File: src/rtl/kbd_term.sv
// kbd_term: PS/2 scan code set 2 decoder writing ASCII + attribute into an 80x25 CGA text buffer.
// Optional KBD_TERM_CLEAR_EN: blank the whole screen (0x20/ATTR pairs) after every reset.
module kbd_term #(
   parameter int         COLS = 80,
   parameter int         ROWS = 25,
   parameter logic [7:0] ATTR = 8'h07
) (
   input  logic        clock,
   input  logic        reset_n,
   input  logic [7:0]  ps2_data,
   input  logic        ps2_hit,
   output logic [12:0] mem_address,
   output logic [7:0]  mem_data,
   output logic        mem_we,
   output logic [10:0] cursor,
   output logic        busy
);

   localparam int CW = $clog2(COLS);
   localparam int RW = $clog2(ROWS);

   typedef enum logic [1:0] {
`ifdef KBD_TERM_CLEAR_EN
      S_CLEAR,
`endif
      S_IDLE,
      S_WR_CHAR,
      S_WR_ATTR
   } state_t;

   state_t          r_state, w_state_n;
   logic [CW-1:0]   r_col, w_col_n;
   logic [RW-1:0]   r_row, w_row_n, w_row_inc;
   logic [10:0]     r_cursor;
   logic            r_brk, w_brk_n, r_ext, w_ext_n;
   logic            r_shift, w_shift_n, r_caps, w_caps_n;
   logic            r_pend_v, w_pend_v_n;
   logic [7:0]      r_pend_d, w_pend_d_n;
   logic            r_is_bs, w_is_bs_n;
   logic            r_we, w_we_n;
   logic [12:0]     r_addr, w_addr_n;
   logic [7:0]      r_data, w_data_n;
   logic            w_byte_v;
   logic [7:0]      w_byte;
   logic [8:0]      w_xl;
`ifdef KBD_TERM_CLEAR_EN
   localparam logic [12:0] LAST_ADDR = 13'(2 * COLS * ROWS - 1);
   logic [12:0]     r_clr_cnt, w_clr_cnt_n;
`endif

   function automatic logic [10:0] lin(input logic [RW-1:0] r, input logic [CW-1:0] c);
      return 11'(r) * 11'(COLS) + 11'(c);
   endfunction

   // Returns {valid, ascii}; letters are upper case when exactly one of shift/caps is active.
   function automatic logic [8:0] xlate(input logic [7:0] code, input logic shift, input logic caps);
      logic [7:0] ch;
      logic       v;
      v  = 1'b1;
      ch = 8'h00;
      case (code)
         8'h1C: ch = "a";  8'h32: ch = "b";  8'h21: ch = "c";  8'h23: ch = "d";
         8'h24: ch = "e";  8'h2B: ch = "f";  8'h34: ch = "g";  8'h33: ch = "h";
         8'h43: ch = "i";  8'h3B: ch = "j";  8'h42: ch = "k";  8'h4B: ch = "l";
         8'h3A: ch = "m";  8'h31: ch = "n";  8'h44: ch = "o";  8'h4D: ch = "p";
         8'h15: ch = "q";  8'h2D: ch = "r";  8'h1B: ch = "s";  8'h2C: ch = "t";
         8'h3C: ch = "u";  8'h2A: ch = "v";  8'h1D: ch = "w";  8'h22: ch = "x";
         8'h35: ch = "y";  8'h1A: ch = "z";
         8'h16: ch = shift ? "!" : "1";
         8'h1E: ch = shift ? "@" : "2";
         8'h26: ch = shift ? "#" : "3";
         8'h25: ch = shift ? "$" : "4";
         8'h2E: ch = shift ? "%" : "5";
         8'h36: ch = shift ? "^" : "6";
         8'h3D: ch = shift ? "&" : "7";
         8'h3E: ch = shift ? "*" : "8";
         8'h46: ch = shift ? "(" : "9";
         8'h45: ch = shift ? ")" : "0";
         8'h29: ch = " ";
         default: v = 1'b0;
      endcase
      if (ch >= "a" && ch <= "z" && (shift ^ caps)) ch = ch - 8'h20;
      return {v, ch};
   endfunction

   assign w_byte_v  = r_pend_v | ps2_hit;
   assign w_byte    = r_pend_v ? r_pend_d : ps2_data;
   assign w_xl      = xlate(w_byte, r_shift, r_caps);
   assign w_row_inc = (r_row == RW'(ROWS - 1)) ? '0 : r_row + 1'b1;

   always_comb begin
      // NOTE: every output of this block gets a default first, so no path can infer a latch.
      w_state_n  = r_state;
      w_col_n    = r_col;
      w_row_n    = r_row;
      w_brk_n    = r_brk;
      w_ext_n    = r_ext;
      w_shift_n  = r_shift;
      w_caps_n   = r_caps;
      w_is_bs_n  = r_is_bs;
      w_we_n     = 1'b0;
      w_addr_n   = r_addr;
      w_data_n   = r_data;
      w_pend_v_n = r_pend_v;
      w_pend_d_n = r_pend_d;
`ifdef KBD_TERM_CLEAR_EN
      w_clr_cnt_n = r_clr_cnt;
`endif

      // The pending byte is consumed in IDLE; a simultaneous hit takes over the freed slot.
      if (r_state == S_IDLE) begin
         w_pend_v_n = r_pend_v & ps2_hit;
         if (r_pend_v && ps2_hit) w_pend_d_n = ps2_data;
      end else if (ps2_hit && !r_pend_v) begin
         w_pend_v_n = 1'b1;
         w_pend_d_n = ps2_data;
      end

      case (r_state)
`ifdef KBD_TERM_CLEAR_EN
         S_CLEAR: begin
            w_we_n      = 1'b1;
            w_addr_n    = r_clr_cnt;
            w_data_n    = r_clr_cnt[0] ? ATTR : 8'h20;
            w_clr_cnt_n = r_clr_cnt + 1'b1;
            if (r_clr_cnt == LAST_ADDR) w_state_n = S_IDLE;
         end
`endif
         S_IDLE: begin
            if (w_byte_v) begin
               if (w_byte == 8'hF0) begin
                  w_brk_n = 1'b1;
               end else if (w_byte == 8'hE0) begin
                  w_ext_n = 1'b1;
               end else begin
                  w_brk_n = 1'b0;
                  w_ext_n = 1'b0;
                  if (!r_ext) begin
                     if (r_brk) begin
                        if (w_byte == 8'h12 || w_byte == 8'h59) w_shift_n = 1'b0;
                     end else if (w_byte == 8'h12 || w_byte == 8'h59) begin
                        w_shift_n = 1'b1;
                     end else if (w_byte == 8'h58) begin
                        w_caps_n = ~r_caps;
                     end else if (w_byte == 8'h5A) begin
                        w_col_n = '0;
                        w_row_n = w_row_inc;
                     end else if (w_byte == 8'h66) begin
                        if (r_cursor != 11'd0) begin
                           if (r_col == '0) begin
                              w_col_n = CW'(COLS - 1);
                              w_row_n = r_row - 1'b1;
                           end else begin
                              w_col_n = r_col - 1'b1;
                           end
                           w_is_bs_n = 1'b1;
                           w_state_n = S_WR_CHAR;
                           w_we_n    = 1'b1;
                           w_addr_n  = {1'b0, lin(w_row_n, w_col_n), 1'b0};
                           w_data_n  = 8'h20;
                        end
                     end else if (w_xl[8]) begin
                        w_is_bs_n = 1'b0;
                        w_state_n = S_WR_CHAR;
                        w_we_n    = 1'b1;
                        w_addr_n  = {1'b0, r_cursor, 1'b0};
                        w_data_n  = w_xl[7:0];
                     end
                  end
               end
            end
         end
         S_WR_CHAR: begin
            w_state_n = S_WR_ATTR;
            w_we_n    = 1'b1;
            w_addr_n  = {r_addr[12:1], 1'b1};
            w_data_n  = ATTR;
         end
         S_WR_ATTR: begin
            w_state_n = S_IDLE;
            if (!r_is_bs) begin
               if (r_col == CW'(COLS - 1)) begin
                  w_col_n = '0;
                  w_row_n = w_row_inc;
               end else begin
                  w_col_n = r_col + 1'b1;
               end
            end
         end
         default: w_state_n = S_IDLE;
      endcase
   end

   always_ff @(posedge clock or negedge reset_n) begin
      if (!reset_n) begin
`ifdef KBD_TERM_CLEAR_EN
         r_state   <= S_CLEAR;
         r_clr_cnt <= '0;
`else
         r_state   <= S_IDLE;
`endif
         r_col     <= '0;
         r_row     <= '0;
         r_cursor  <= '0;
         r_brk     <= 1'b0;
         r_ext     <= 1'b0;
         r_shift   <= 1'b0;
         r_caps    <= 1'b0;
         r_pend_v  <= 1'b0;
         r_pend_d  <= '0;
         r_is_bs   <= 1'b0;
         r_we      <= 1'b0;
         r_addr    <= '0;
         r_data    <= '0;
      end else begin
         // NOTE: state uses non-blocking assignments so every register samples pre-edge values.
         r_state   <= w_state_n;
`ifdef KBD_TERM_CLEAR_EN
         r_clr_cnt <= w_clr_cnt_n;
`endif
         r_col     <= w_col_n;
         r_row     <= w_row_n;
         r_cursor  <= lin(w_row_n, w_col_n);
         r_brk     <= w_brk_n;
         r_ext     <= w_ext_n;
         r_shift   <= w_shift_n;
         r_caps    <= w_caps_n;
         r_pend_v  <= w_pend_v_n;
         r_pend_d  <= w_pend_d_n;
         r_is_bs   <= w_is_bs_n;
         r_we      <= w_we_n;
         r_addr    <= w_addr_n;
         r_data    <= w_data_n;
      end
   end

   assign mem_address = r_addr;
   assign mem_data    = r_data;
   assign mem_we      = r_we;
   assign cursor      = r_cursor;
   assign busy        = (r_state != S_IDLE);

endmodule

File: config.mk
export PLATFORM = sky130hd
export DESIGN_NAME = kbd_term
export DESIGN_NICKNAME = d
export VERILOG_FILES = /design/src/rtl/kbd_term.sv
export SDC_FILE = /design/constraint.sdc
export NUM_CORES = 1
export LEC_CHECK = 0
export BUFFER_PORTS_ARGS = -buffer_cell sky130_fd_sc_hd__buf_2
export CORE_MARGIN = 5
export CORE_UTILIZATION = 45
export DETAILED_ROUTE_END_ITERATION = 6
export MAX_ROUTING_LAYER = met4
export PLACE_DENSITY = 0.7
export SYNTH_ARGS = -nofsm -noshare
export SYNTH_HDL_FRONTEND = slang
export SYNTH_SLANG_ARGS = --single-unit
File: constraint.sdc
create_clock -name clock -period 6.05 [get_ports clock]
set_input_delay 1.21 -clock clock [delete_from_list [all_inputs] [get_ports clock]]
set_output_delay 1.21 -clock clock [all_outputs]
set_load 0.02 [all_outputs]
Word level (Yosys, flattened, before mapping). Cells that the tools add are included.

Bitwise gates (word level): 12. Equal/unequal tests: 61. Add/sub/neg operators: 7. Magnitude comparators: 2. Reduce and logical (&&, ||, !) cells: 23. $mul: 2. Mux-type cells: 127.

Operators with widths (number): $pmux 7 s37 (1); $eq 8x6->1 const B (23); $mux 7 (26); $mux 5 (33); $mux 13 (11); $mux 8 (16); $eq 8x7->1 const B (11); $eq 8x5->1 const B (8); $reduce_or 37->1 (1); $pmux 13 s2 (1); $mux 1 (23); $add 11x7->11 (2); $mux 2 (11); $reduce_and 11->1 (2); $ne 2x2->1 const B (9); $eq 8x8->1 const B (2); $pmux 8 s2 (1); $mul 5x3->7 const B (2); $pmux 7 s2 (1); $reduce_and 12->1 (1); $reduce_bool 11->1 (1); $pmux 5 s2 (1); $reduce_and 10->1 (1); $not 1->1 (9); other kinds (28) (37).

Output and inout bits: 34. Logic and storage cells: 249. Bits in registers: 61.

Longest topological paths before layout. Gate-level depths: netlist of the first run.

Depth after elaboration: 26. Depth in mapped cells: 19.

Worst setup path before layout of the first run. OpenSTA, ideal clock, no wires.

Path type: input to register. Start point: input port ps2_data[0]. End point: register r_cursor[10] (netlist: cursor[10]). Required time: 5.970 ns. Path slack: 1.164 ns. Cell stages on the path: 15. Arrival: 4.806 ns. Path buffers: 1. Path through: or3b_2 > a22oi_1 > and3_1 > clkbuf_1 > nand2_1 > o22ai_1 > a21oi_1 > a221o_1 > ha_1 > ha_1 > inv_1 > fa_1 > nor3_1 > xor2_1 > xnor2_1.

Cells in the longest elaborated chain, start to end: 14. Elaborated cells on any way between the ends: 31. Those cells by class: 1 x add/sub; 1 x mul; 7 x eq/ne; 21 x mux; 1 x reduce/logical.

RTL lines: start, declared (RTL line 10) `input logic [7:0] ps2_data,`; $mux 8 * (RTL line 87) `assign w_byte = r_pend_v ? r_pend_d : ps2_data;`; $eq 8x7->1 (RTL line 148) `end else if (w_byte == 8'h66) begin`; $mux 5 (RTL line 148); $mux 5 (RTL line 145) `end else if (w_byte == 8'h5A) begin`; $mux 5 (RTL line 143) `end else if (w_byte == 8'h58) begin`; $mux 5 (RTL line 141) `end else if (w_byte == 8'h12 || w_byte == 8'h59) begin`; $mux 5 (RTL line 139) `if (r_brk) begin`; $mux 5 (RTL line 138) `if (!r_ext) begin`; $mux 5 (RTL line 133) `end else if (w_byte == 8'hE0) begin`; $mux 5 * (RTL line 131) `if (w_byte == 8'hF0) begin`; $mux 5 * (RTL line 130) `if (w_byte_v) begin`; $pmux 5 s2 * (RTL line 119) `case (r_state)`; named net w_row_n[1] (RTL line 33) `logic [RW-1:0] r_row, w_row_n, w_row_inc;`; $mul 5x3->7 * (RTL line 52) `return 11'(r) * 11'(COLS) + 11'(c);`; $add 11x7->11 * (RTL line 52); end signal, assigned (RTL line 223) `r_cursor <= lin(w_row_n, w_col_n);`; end, declared (RTL line 34) `logic [10:0] r_cursor;`.

Mark *: on every way through the listed nets, which the timed path passes. The rest lies on a longest branch. A chain may end at the register's enable or synchronous reset.

Final worst setup path of the first run.
Start point: input port ps2_data[3]. End point: register r_cursor[10] (netlist: cursor[10]).

Same word-level chain as after synthesis.

==> impl_metrics.tcl, run 1 <==
set metrics [dict create \
    fin_setup_tns_ns 0 \
    grt_pass1_wl_um 23100 \
    rsz0062_at_grt "no" \
    ctsHoldBuffers 0 \
    max_freq_ghz 0.1938 \
    syn_inst 604 \
    synth_edf_count 0 \
    setup_viol 0 \
    end_kind "register" \
    fin_worst_skew_ns 0.004440 \
    rows 38 \
    placed_cells 758 \
    firstDrtPassIters 5 \
    period_minus_slack_ns 5.161 \
    yosysTopAreaCellShare_pct 27.50 \
    slew_headroom_pct 25.33 \
    synth_compound_area_share_pct 23.42 \
    port_buffers 43 \
    wire_per_inst_um 18.44 \
    crit_buf_inv 2 \
    final_nets 665 \
    final_cell_area_sq_um 5493 \
    cts_root_buffer "clkbuf_16" \
    crit_chain "buf_2 -> or3b_4 -> a222oi_1 -> nand2_1 -> and4_1 -> o21ai_0 -> o21ai_1 -> a221o_1 -> ha_1 -> ha_1 -> inv_1 -> fa_1 -> nor3_1 -> xor2_1 -> xnor2_1" \
    synthFlopType "dfrtp_1" \
    cts.clk_slew.worst_paths_ns 0.07 \
    synth_area_leaders "dfrtp_1 27%, ha_1 6.1%, nand2_1 4.9%" \
    ys_top_cells_by_count "66 x nand2_1, 56 x dfrtp_1, 36 x o21ai_0" \
    fp.dieH_um 116.4 \
    routed_wl_um 14130 \
    finalHoldViolCount 0 \
    clk_latency_ns 0.30 \
    grt_pass1_vias 4433 \
    syn_area_per_cell_sq_um 8.437 \
    grtUsageTotal_pct 22.00 \
    required_ns 6.27 \
    post-route-period-util_pct 85.31 \
    cts_buffer_depth 2 \
    grt_max_degree 57 \
    finalWeightedCongestion 0.9590 \
    worst_hold_path_type "reg -> reg" \
    yosysWarningCount 0 \
    cts_tree "done" \
    ctsResizeCount 0 \
    synth-adder-area-share_pct 7.906 \
    die_w_um 116.4 \
    critical_path_class "in -> reg" \
    synth_mux_area_share_pct 6.997 \
    dp_hpwl_um 10910 \
    vdd_drop_max_uv 393.1 \
    core_sq_um 10980 \
    die-area_sq_um 13550 \
    async_flop_share_pct 100.0 \
    vias 4799 \
    synth_nets 644 \
    post-cts-setup-buffers 0 \
    fin_cells 766 \
    cpMostUsedCell "ha_1" \
    grt.overflow.total 0 \
    ys_ff_latch 56 \
    path_delay_family "compound AO/OA/AOI/OAI gates" \
    max_stage_delay_ns 0.79 \
    cts_sinks 56 \
    drv_cap 0 \
    synth_xor_area_share_pct 3.781 \
    place_area_sq_um 5348 \
    drc 0 \
    synthSimpleGateAreaFrac_pct 24.28 \
    antenna_cells 0 \
    worst_slew_pin_slew_ns 1.120 \
    drt_iter0_markers 529 \
    io_pins 45 \
    yosysMostFrequentCell "nand2_1" \
    p_total_w 0.002911 \
    cts_buffers 5 \
    synth_largest_area_cell "dfrtp_1" \
    timing.hold.ws_ns 0.4810 \
    cp.arrival_ns 5.39 \
    cts_max_level 2 \
    grt_antenna_before_repair 0 \
    slew_viol_final 0 \
    p_leak_nw 2.461 \
    power.density_nw_per_um2 529.9 \
    critical_path.slowest_cell "a222oi_1" \
    critPathMaxFanout 7 \
    synth_cell_types 82 \
    synth_top_family_by_area "simple AND/OR/NAND/NOR gates" \
    postRouteAntennaNets 0 \
    start_util_pct 46.40 \
    start_kind "input pin" \
    seq_area_frac_synth_pct 27.50 \
    layout-drive-gt1-share_pct 15.34 \
    area.growth.synth_to_final_pct 7.783 \
    viasPerCell 6.265 \
    synth_area_sq_um 5096 \
    outcome "finished, final reports clean" \
]
==> cells in the final DEF (no fill, tap or decap), drive strengths merged, types with 4 or more instances in the layout <==
master / count
a211oi: 6
a21o: 11
a21oi: 33
a221o: 4
a22oi: 17
a2bb2oi: 4
and2: 6
and3: 4
and3b: 5
and4: 4
buf: 52
clkbuf: 6
dfrtp: 56
fa: 4
ha: 25
inv: 27
mux2: 21
mux2i: 12
nand2: 66
nand2b: 5
nand3: 13
nand3b: 11
nand4: 5
nor2: 35
nor2b: 11
nor3: 16
nor3b: 6
nor4: 8
o211ai: 5
o21ai: 38
o31ai: 5
o32ai: 4
or2: 6
or3: 5
or3b: 10
xnor2: 14
xor2: 8
==> power breakdown <==
part | switching, W | internal, W | leakage [nW]
registers | 0.000229 | 0.000546 | 0.692
clock network | 0.000141 | 0.000155 | 0.0671
logic | 0.00106 | 0.000784 | 1.70
total | 0.00143 | 0.00148 | 2.46
==> worst register-to-register path: stages (launching register included) <==
cell and delay [ns]:
dfrtp_1 0.79, or3b_4 0.61, a222oi_1 0.79, nand2_1 0.19, and4_1 0.32, o21ai_0 0.19
o21ai_1 0.14, a221o_1 0.39, ha_1 0.31, ha_1 0.21, inv_1 0.07, fa_1 0.46
nor3_1 0.25, xor2_1 0.19, xnor2_1 0.13
==> logic make-up (layout without fill, tap and decap cells) <==
kind of cell	Yosys count	count (layout)
other	1	1
AOI/OAI and AO/OA	171	171
muxes	33	33
and+or+nand+nor	226	226
adders and majority gates	30	30
DFF	56	56
xor gates and xnor gates	22	22
buffers and inverters	65	87
==> through the flow <==
stage               util [%]  worst slack, ns
floorplan                  -            1.164
global placement       48.69           0.7475
detailed placement     48.69           0.6447
CTS                    50.01           0.9528
global route           50.01           0.5737
finish                 50.01           0.8888
==> flip-flops by register name, indices dropped and copies added, names as in the netlist <==
name         flops
r_brk            1
r_state          2
r_row            5
mem_we           1
r_shift          1
mem_data         8
r_caps           1
r_is_bs          1
mem_address     12
r_pend_d         8
r_ext            1
r_pend_v         1
cursor          11
r_col            3
==> cell type report <==
cell class                 count  area [sq um]
tap                          140         175.2
timing repair buffer          52         282.8
sequential                    56          1401
clock inverter                 2         16.27
multi-input combinational    483          3387
clock buffer                   6         128.9
fill                        1050          5490
inverter                      27         101.3
==> per-layer routing <==
metal / part of all wire (%) / wire [um] / up-vias / GRT usage (%)
met1: 48 / 6759 / 2311 / 33.25
met4: 1.6 / 226 / 0 / 4.795
li1: - / - / 2267 / -
met5: 0 / 0 / - / -
met3: 7.8 / 1096 / 25 / 2.124
met2: 43 / 6045 / 196 / 31.85
==> final timing paths <==
| path | startpoint | end | slack [ns] | cells past startpoint |
|---|---|---|---|---|
| max | ps2_data[3] | cursor[10] | 0.89 | 15 |
| min | mem_address[5] | mem_address[5] | 0.48 | 1 |
| max reg2reg | r_pend_v | cursor[10] | 0.93 | 14 |
| min reg2reg | mem_address[5] | mem_address[5] | 0.48 | 1 |
| max in group asynchronous | reset_n | mem_address[9] | 4.51 | 2 |
| min in group asynchronous | reset_n | r_pend_d[0] | 1.03 | 2 |
Note: power is estimated with default switching activity, not from simulation.
==> inputs of run 2 (changes only) <==
--- a/config.mk
+++ b/config.mk
@@ -8,6 +8,7 @@
 export BUFFER_PORTS_ARGS = -buffer_cell sky130_fd_sc_hd__buf_2
 export CORE_MARGIN = 5
 export CORE_UTILIZATION = 45
+export CTS_BUF_LIST = sky130_fd_sc_hd__clkbuf_4 sky130_fd_sc_hd__clkbuf_8
 export DETAILED_ROUTE_END_ITERATION = 6
 export MAX_ROUTING_LAYER = met4
 export PLACE_DENSITY = 0.7
==> run 2 against run 1 <==
Effect of this change:
- final area fell by 0.96%
- global-route usage unchanged
- clock skew increased by 0.0042 ns
- utilization decreased by 0.48 points
- combinational power hardly changed
- worst setup slack better by 0.051 ns
- sequential cell count stayed put
- clock power decreased by 26%
- count of clock-buffer cells in the layout did not move
- worst hold slack improved by 0.0092 ns
- sequential power is essentially flat
- critical path type unchanged
==> impl_metrics.tcl, run 2 (synthesis results as in run 1) <==
set metrics [dict create \
    outcome "finished, final reports clean" \
    post-route-period-util_pct 84.47 \
    layout-drive-gt1-share_pct 15.50 \
    cts_buffer_depth 2 \
    critical_path.slowest_cell "a222oi_1" \
    fin_worst_skew_ns 0.008624 \
    place_area_sq_um 5348 \
    max_stage_delay_ns 0.77 \
    grt_pass1_wl_um 23120 \
    p_leak_nw 2.439 \
    slew_headroom_pct 25.61 \
    wire_per_inst_um 18.34 \
    ctsHoldBuffers 0 \
    grt_pass1_vias 4450 \
    largest_reg_flops 12 \
    rows 38 \
    r2r_cells 14 \
    slew_viol_final 0 \
    critPathMaxFanout 7 \
    rsz0062_at_grt "no" \
    routed_wl_um 14050 \
    post-cts-setup-buffers 0 \
    grt_antenna_before_repair 0 \
    cts_tree "done" \
    crit_chain "buf_2 -> or3b_4 -> a222oi_1 -> nand2_1 -> and4_1 -> o21ai_0 -> o21ai_1 -> a221o_1 -> ha_1 -> ha_1 -> inv_1 -> fa_1 -> nor3_1 -> xor2_1 -> xnor2_1" \
    viasPerCell 6.261 \
    area.growth.synth_to_final_pct 6.752 \
    grtUsageTotal_pct 22.00 \
    worstSetupPathDepth 15 \
    dpl_worst_slack_ns 0.6447 \
    firstDrtPassIters 6 \
    cp.arrival_ns 5.36 \
    whs_path_depth 1 \
    io_pins 45 \
    drt_iter0_markers 551 \
    dp_hpwl_um 10910 \
    crit_buf_inv 2 \
    drv_cap 0 \
    die-area_sq_um 13550 \
    layout_common_cells "66 x nand2_1, 56 x dfrtp_1, 43 x buf_2" \
    timing.hold.ws_ns 0.4903 \
    clk_latency_ns 0.32 \
    start_util_pct 46.40 \
    period_minus_slack_ns 5.111 \
    fin_setup_tns_ns 0 \
    vdd_drop_max_uv 392.0 \
    ctsResizeCount 0 \
    worst_hold_path_type "reg -> reg" \
    cts_buffers 5 \
    path_delay_family "compound AO/OA/AOI/OAI gates" \
    layout_commonest_cell "nand2_1" \
    worst_slack_ns 0.9394 \
    power.density_nw_per_um2 520.2 \
    placed_cells 758 \
    end_kind "register" \
    cts_root_buffer "clkbuf_8" \
    postRouteAntennaNets 0 \
    cts_sinks 56 \
    grt.overflow.total 0 \
    finalWeightedCongestion 0.9590 \
    fin_cells 766 \
    final_cell_area_sq_um 5440 \
    setup_viol 0 \
    cts.clk_slew.worst_paths_ns 0.11 \
    finalHoldViolCount 0 \
    vias 4796 \
    final_nets 665 \
    cts_max_level 2 \
    start_kind "input pin" \
    grt_max_degree 57 \
    core_sq_um 10980 \
    worst_slew_pin_slew_ns 1.116 \
    port_buffers 43 \
    required_ns 6.30 \
    die_w_um 116.4 \
    critical_path_class "in -> reg" \
    max_freq_ghz 0.1957 \
    antenna_cells 0 \
    fp.dieH_um 116.4 \
    drc 0 \
    cpMostUsedCell "ha_1" \
]
-- run 2: power by group --
| part | internal (W) | total [W] | switching [W] |
|---|---|---|---|
| clock network | 0.0000874 | 0.000219 | 0.000132 |
| logic | 0.000783 | 0.00184 | 0.00105 |
| registers | 0.000545 | 0.000774 | 0.000229 |
-- run 2: final cells by class --
| type | instances | area [sq um] |
|---|---|---|
| Fill cell | 1059 | 5543 |
| Inverter | 27 | 101.3 |
| Multi-Input combinational cell | 483 | 3387 |
| Timing Repair Buffer | 52 | 282.8 |
| Tap cell | 140 | 175.2 |
| Sequential cell | 56 | 1401 |
| Clock buffer | 6 | 76.32 |
| Clock inverter | 2 | 16.27 |
-- run 2: worst paths after layout --
| check | startpoint | endpoint | slack, ns |
|---|---|---|---|
| min in group asynchronous | reset_n | r_pend_d[0] | 1.01 |
| max reg2reg | r_pend_v | cursor[10] | 0.96 |
| min reg2reg | mem_address[5] | mem_address[5] | 0.49 |
| max | ps2_data[3] | cursor[10] | 0.94 |
| max in group asynchronous | reset_n | mem_data[1] | 4.54 |
| min | mem_address[5] | mem_address[5] | 0.49 |
-- run 2: worst reg2reg max path, stage by stage, from the launching register on --
cell and delay [ns]:
dfrtp_1 0.80, or3b_4 0.61, a222oi_1 0.77, nand2_1 0.19, and4_1 0.31, o21ai_0 0.20, o21ai_1 0.15, a221o_1 0.39
ha_1 0.31, ha_1 0.21, inv_1 0.07, fa_1 0.46, nor3_1 0.25, xor2_1 0.19, xnor2_1 0.13
-- run 2: per-layer routing --
| layer | up-vias | part of all wire (%) | global-route usage (%) |
|---|---|---|---|
| met5 | - | 0 | - |
| met4 | 0 | 1.1 | 4.640 |
| met3 | 16 | 7.8 | 2.383 |
| met2 | 195 | 43 | 31.96 |
| met1 | 2313 | 48 | 33.05 |
| li1 | 2272 | - | - |
-- run 2: stage by stage --
step / utilization, % / total power, W
floorplan: - / 0.002165
global placement: 48.69 / 0.002560
detailed placement: 48.69 / 0.002604
CTS: 49.53 / 0.002835
global route: 49.53 / 0.003094
finish: 49.53 / 0.002830
==> inputs of run 3 (changes only) <==
--- a/config.mk
+++ b/config.mk
@@ -11,7 +11,7 @@
 export CTS_BUF_LIST = sky130_fd_sc_hd__clkbuf_4 sky130_fd_sc_hd__clkbuf_8
 export DETAILED_ROUTE_END_ITERATION = 6
 export MAX_ROUTING_LAYER = met4
-export PLACE_DENSITY = 0.7
+export PLACE_DENSITY = 0.72
 export SYNTH_ARGS = -nofsm -noshare
 export SYNTH_HDL_FRONTEND = slang
 export SYNTH_SLANG_ARGS = --single-unit
==> constraint.sdc (replaced) <==
create_clock -name clock -period 4.7 [get_ports clock]
set_input_delay 0.94 -clock clock [delete_from_list [all_inputs] [get_ports clock]]
set_output_delay 0.94 -clock clock [all_outputs]
set_load 0.02 [all_outputs]
==> run 3 against run 2 <==
Effect of this change:
- first-iteration DRC count increased by 4.4%
- critical path depth stayed put
- die area is the same
- worst hold slack better by 0.0032 ns
- worst setup slack worse by 0.59 ns
- cell count rose by 3.5%
- critical endpoint unchanged
- largest power group unchanged
- highest routed layer unchanged
==> impl_metrics.tcl, run 3 (synthesis results as in run 1) <==
set metrics [dict create \
    outcome "finished, final reports clean" \
    vias 4924 \
    drv_cap 0 \
    critical_path.slowest_cell "a222oi_1" \
    post-cts-setup-buffers 0 \
    firstDrtPassIters 5 \
    worst_slack_ns 0.3514 \
    cts_tree "done" \
    wire_per_inst_um 18.58 \
    worst_hold_path_type "reg -> reg" \
    start_util_pct 46.40 \
    cts_root_buffer "clkbuf_8" \
    worst_slew_pin_slew_ns 0.7688 \
    grt_pass1_wl_um 24310 \
    grt.overflow.total 0 \
    required_ns 4.96 \
    rsz0062_at_grt "no" \
    cts_max_level 2 \
    layout_commonest_cell "nand2_1" \
    drc 0 \
    max_freq_ghz 0.2300 \
    slew_viol_final 0 \
    antenna_cells 0 \
    io_pins 45 \
    die_w_um 116.4 \
    regArea_sq_um 1403 \
    die-area_sq_um 13550 \
    layout-drive-gt1-share_pct 19.14 \
    grtUsageTotal_pct 23.20 \
    critPathMaxFanout 5 \
    layout_common_cells "66 x nand2_1, 55 x dfrtp_1, 43 x buf_2" \
    largest_reg_flops 12 \
    setup_viol 0 \
    fin_worst_skew_ns 0.01541 \
    grt_antenna_before_repair 0 \
    cts_sinks 56 \
    p_leak_nw 2.576 \
    grt_max_degree 33 \
    rows 38 \
    port_buffers 43 \
    cts.clk_slew.worst_paths_ns 0.12 \
    drt_iter0_markers 575 \
    power.density_nw_per_um2 667.6 \
    finalHoldViolCount 0 \
    critical_path_class "in -> reg" \
    viasPerCell 6.209 \
    max_stage_delay_ns 0.46 \
    dp_hpwl_um 11530 \
    fin_util_pct 51.38 \
    postRouteAntennaNets 0 \
    cp.arrival_ns 4.61 \
    vdd_drop_max_uv 422.2 \
    fin_setup_tns_ns 0 \
    area.growth.synth_to_final_pct 10.73 \
    end_kind "register" \
    grt_pass1_vias 4719 \
    fp.dieH_um 116.4 \
    finalWeightedCongestion 0.9591 \
    cts_buffers 5 \
    core_sq_um 10980 \
    crit_chain "buf_2 -> or3_1 -> a222oi_1 -> nand2_1 -> and4_1 -> o21ai_0 -> o21ai_1 -> a221o_1 -> ha_1 -> ha_1 -> inv_1 -> fa_1 -> nor3_1 -> xor2_1 -> xnor2_1" \
    slew_headroom_pct 48.74 \
    multiInputGateArea_sq_um 3387 \
    start_kind "input pin" \
    period_minus_slack_ns 4.349 \
    post-route-period-util_pct 92.52 \
    dpl_worst_slack_ns -0.009629 \
    final_nets 692 \
    routed_wl_um 14730 \
    timing.hold.ws_ns 0.4934 \
    cts_buffer_depth 2 \
    fill_cells 1035 \
    clk_latency_ns 0.33 \
    cpMostUsedCell "ha_1" \
]
## run 3: changes by cell type in the layout (fill, tap and decap cells not counted), sizes merged
cell / change
buf: +27
clkbuf: -1
clkinv: +1
clkinvlp: -1
inv: +1
## run 3: worst max-delay path, delay by kind of cell
kind | cells | cell delay [ns]
buffers and inverters | 2 | 0.19
AND/OR/NAND/NOR | 4 | 1.04
XOR/XNOR | 2 | 0.35
adder cells (fa/ha/maj) | 3 | 0.97
AO/OA/AOI/OAI | 4 | 1.09
## run 3: cell type report
type	count	area share, %
multi-input cells	483	60.02
flip-flops and latches	56	24.86
repair buffers	79	8.603
well taps	140	3.104
inverters	27	1.796
clock buffers	5	1.220
clock inverters	3	0.3991
## run 3: metal layers
layer,wire (um),track usage [%]
met5,0,-
met3,1264,3.109
met1,6738,33.72
met2,6557,34.10
met4,170,5.878
## run 3: final timing paths
path                                       from              end  slack, ns  cells after the start
worst max-delay path                ps2_data[2]       cursor[10]       0.35                     15
worst min-delay path            mem_address[10]  mem_address[10]       0.49                      1
max in group asynchronous               reset_n           r_caps       3.22                      2
worst max register to register         r_pend_v       cursor[10]       0.41                     14
worst min register to register  mem_address[10]  mem_address[10]       0.49                      1
min in group asynchronous               reset_n      r_pend_d[0]       0.67                      1
## run 3: what timing repair did
action                                  4_1_cts  5_1_grt
gates resized for setup                       0        2
hold buffers                                  0        0
endpoints found under the setup margin        0        1
## run 3: power by group
part,switching [W],internal [W],total [W]
Clock,0.000183,0.000108,0.000291
Combinational,0.00142,0.00108,0.00251
Sequential,0.000269,0.000703,0.000972
Total,0.00188,0.00189,0.00377
## run 3: metrics by stage
step	total power (W)	area (sq um)	cells
after CTS	0.003758	5642	793
final	0.003767	5643	793
after detailed placement	0.003459	5550	785
after global placement	0.003371	5550	785
after global routing	0.004104	5643	793
after floorplan	0.002787	5096	604
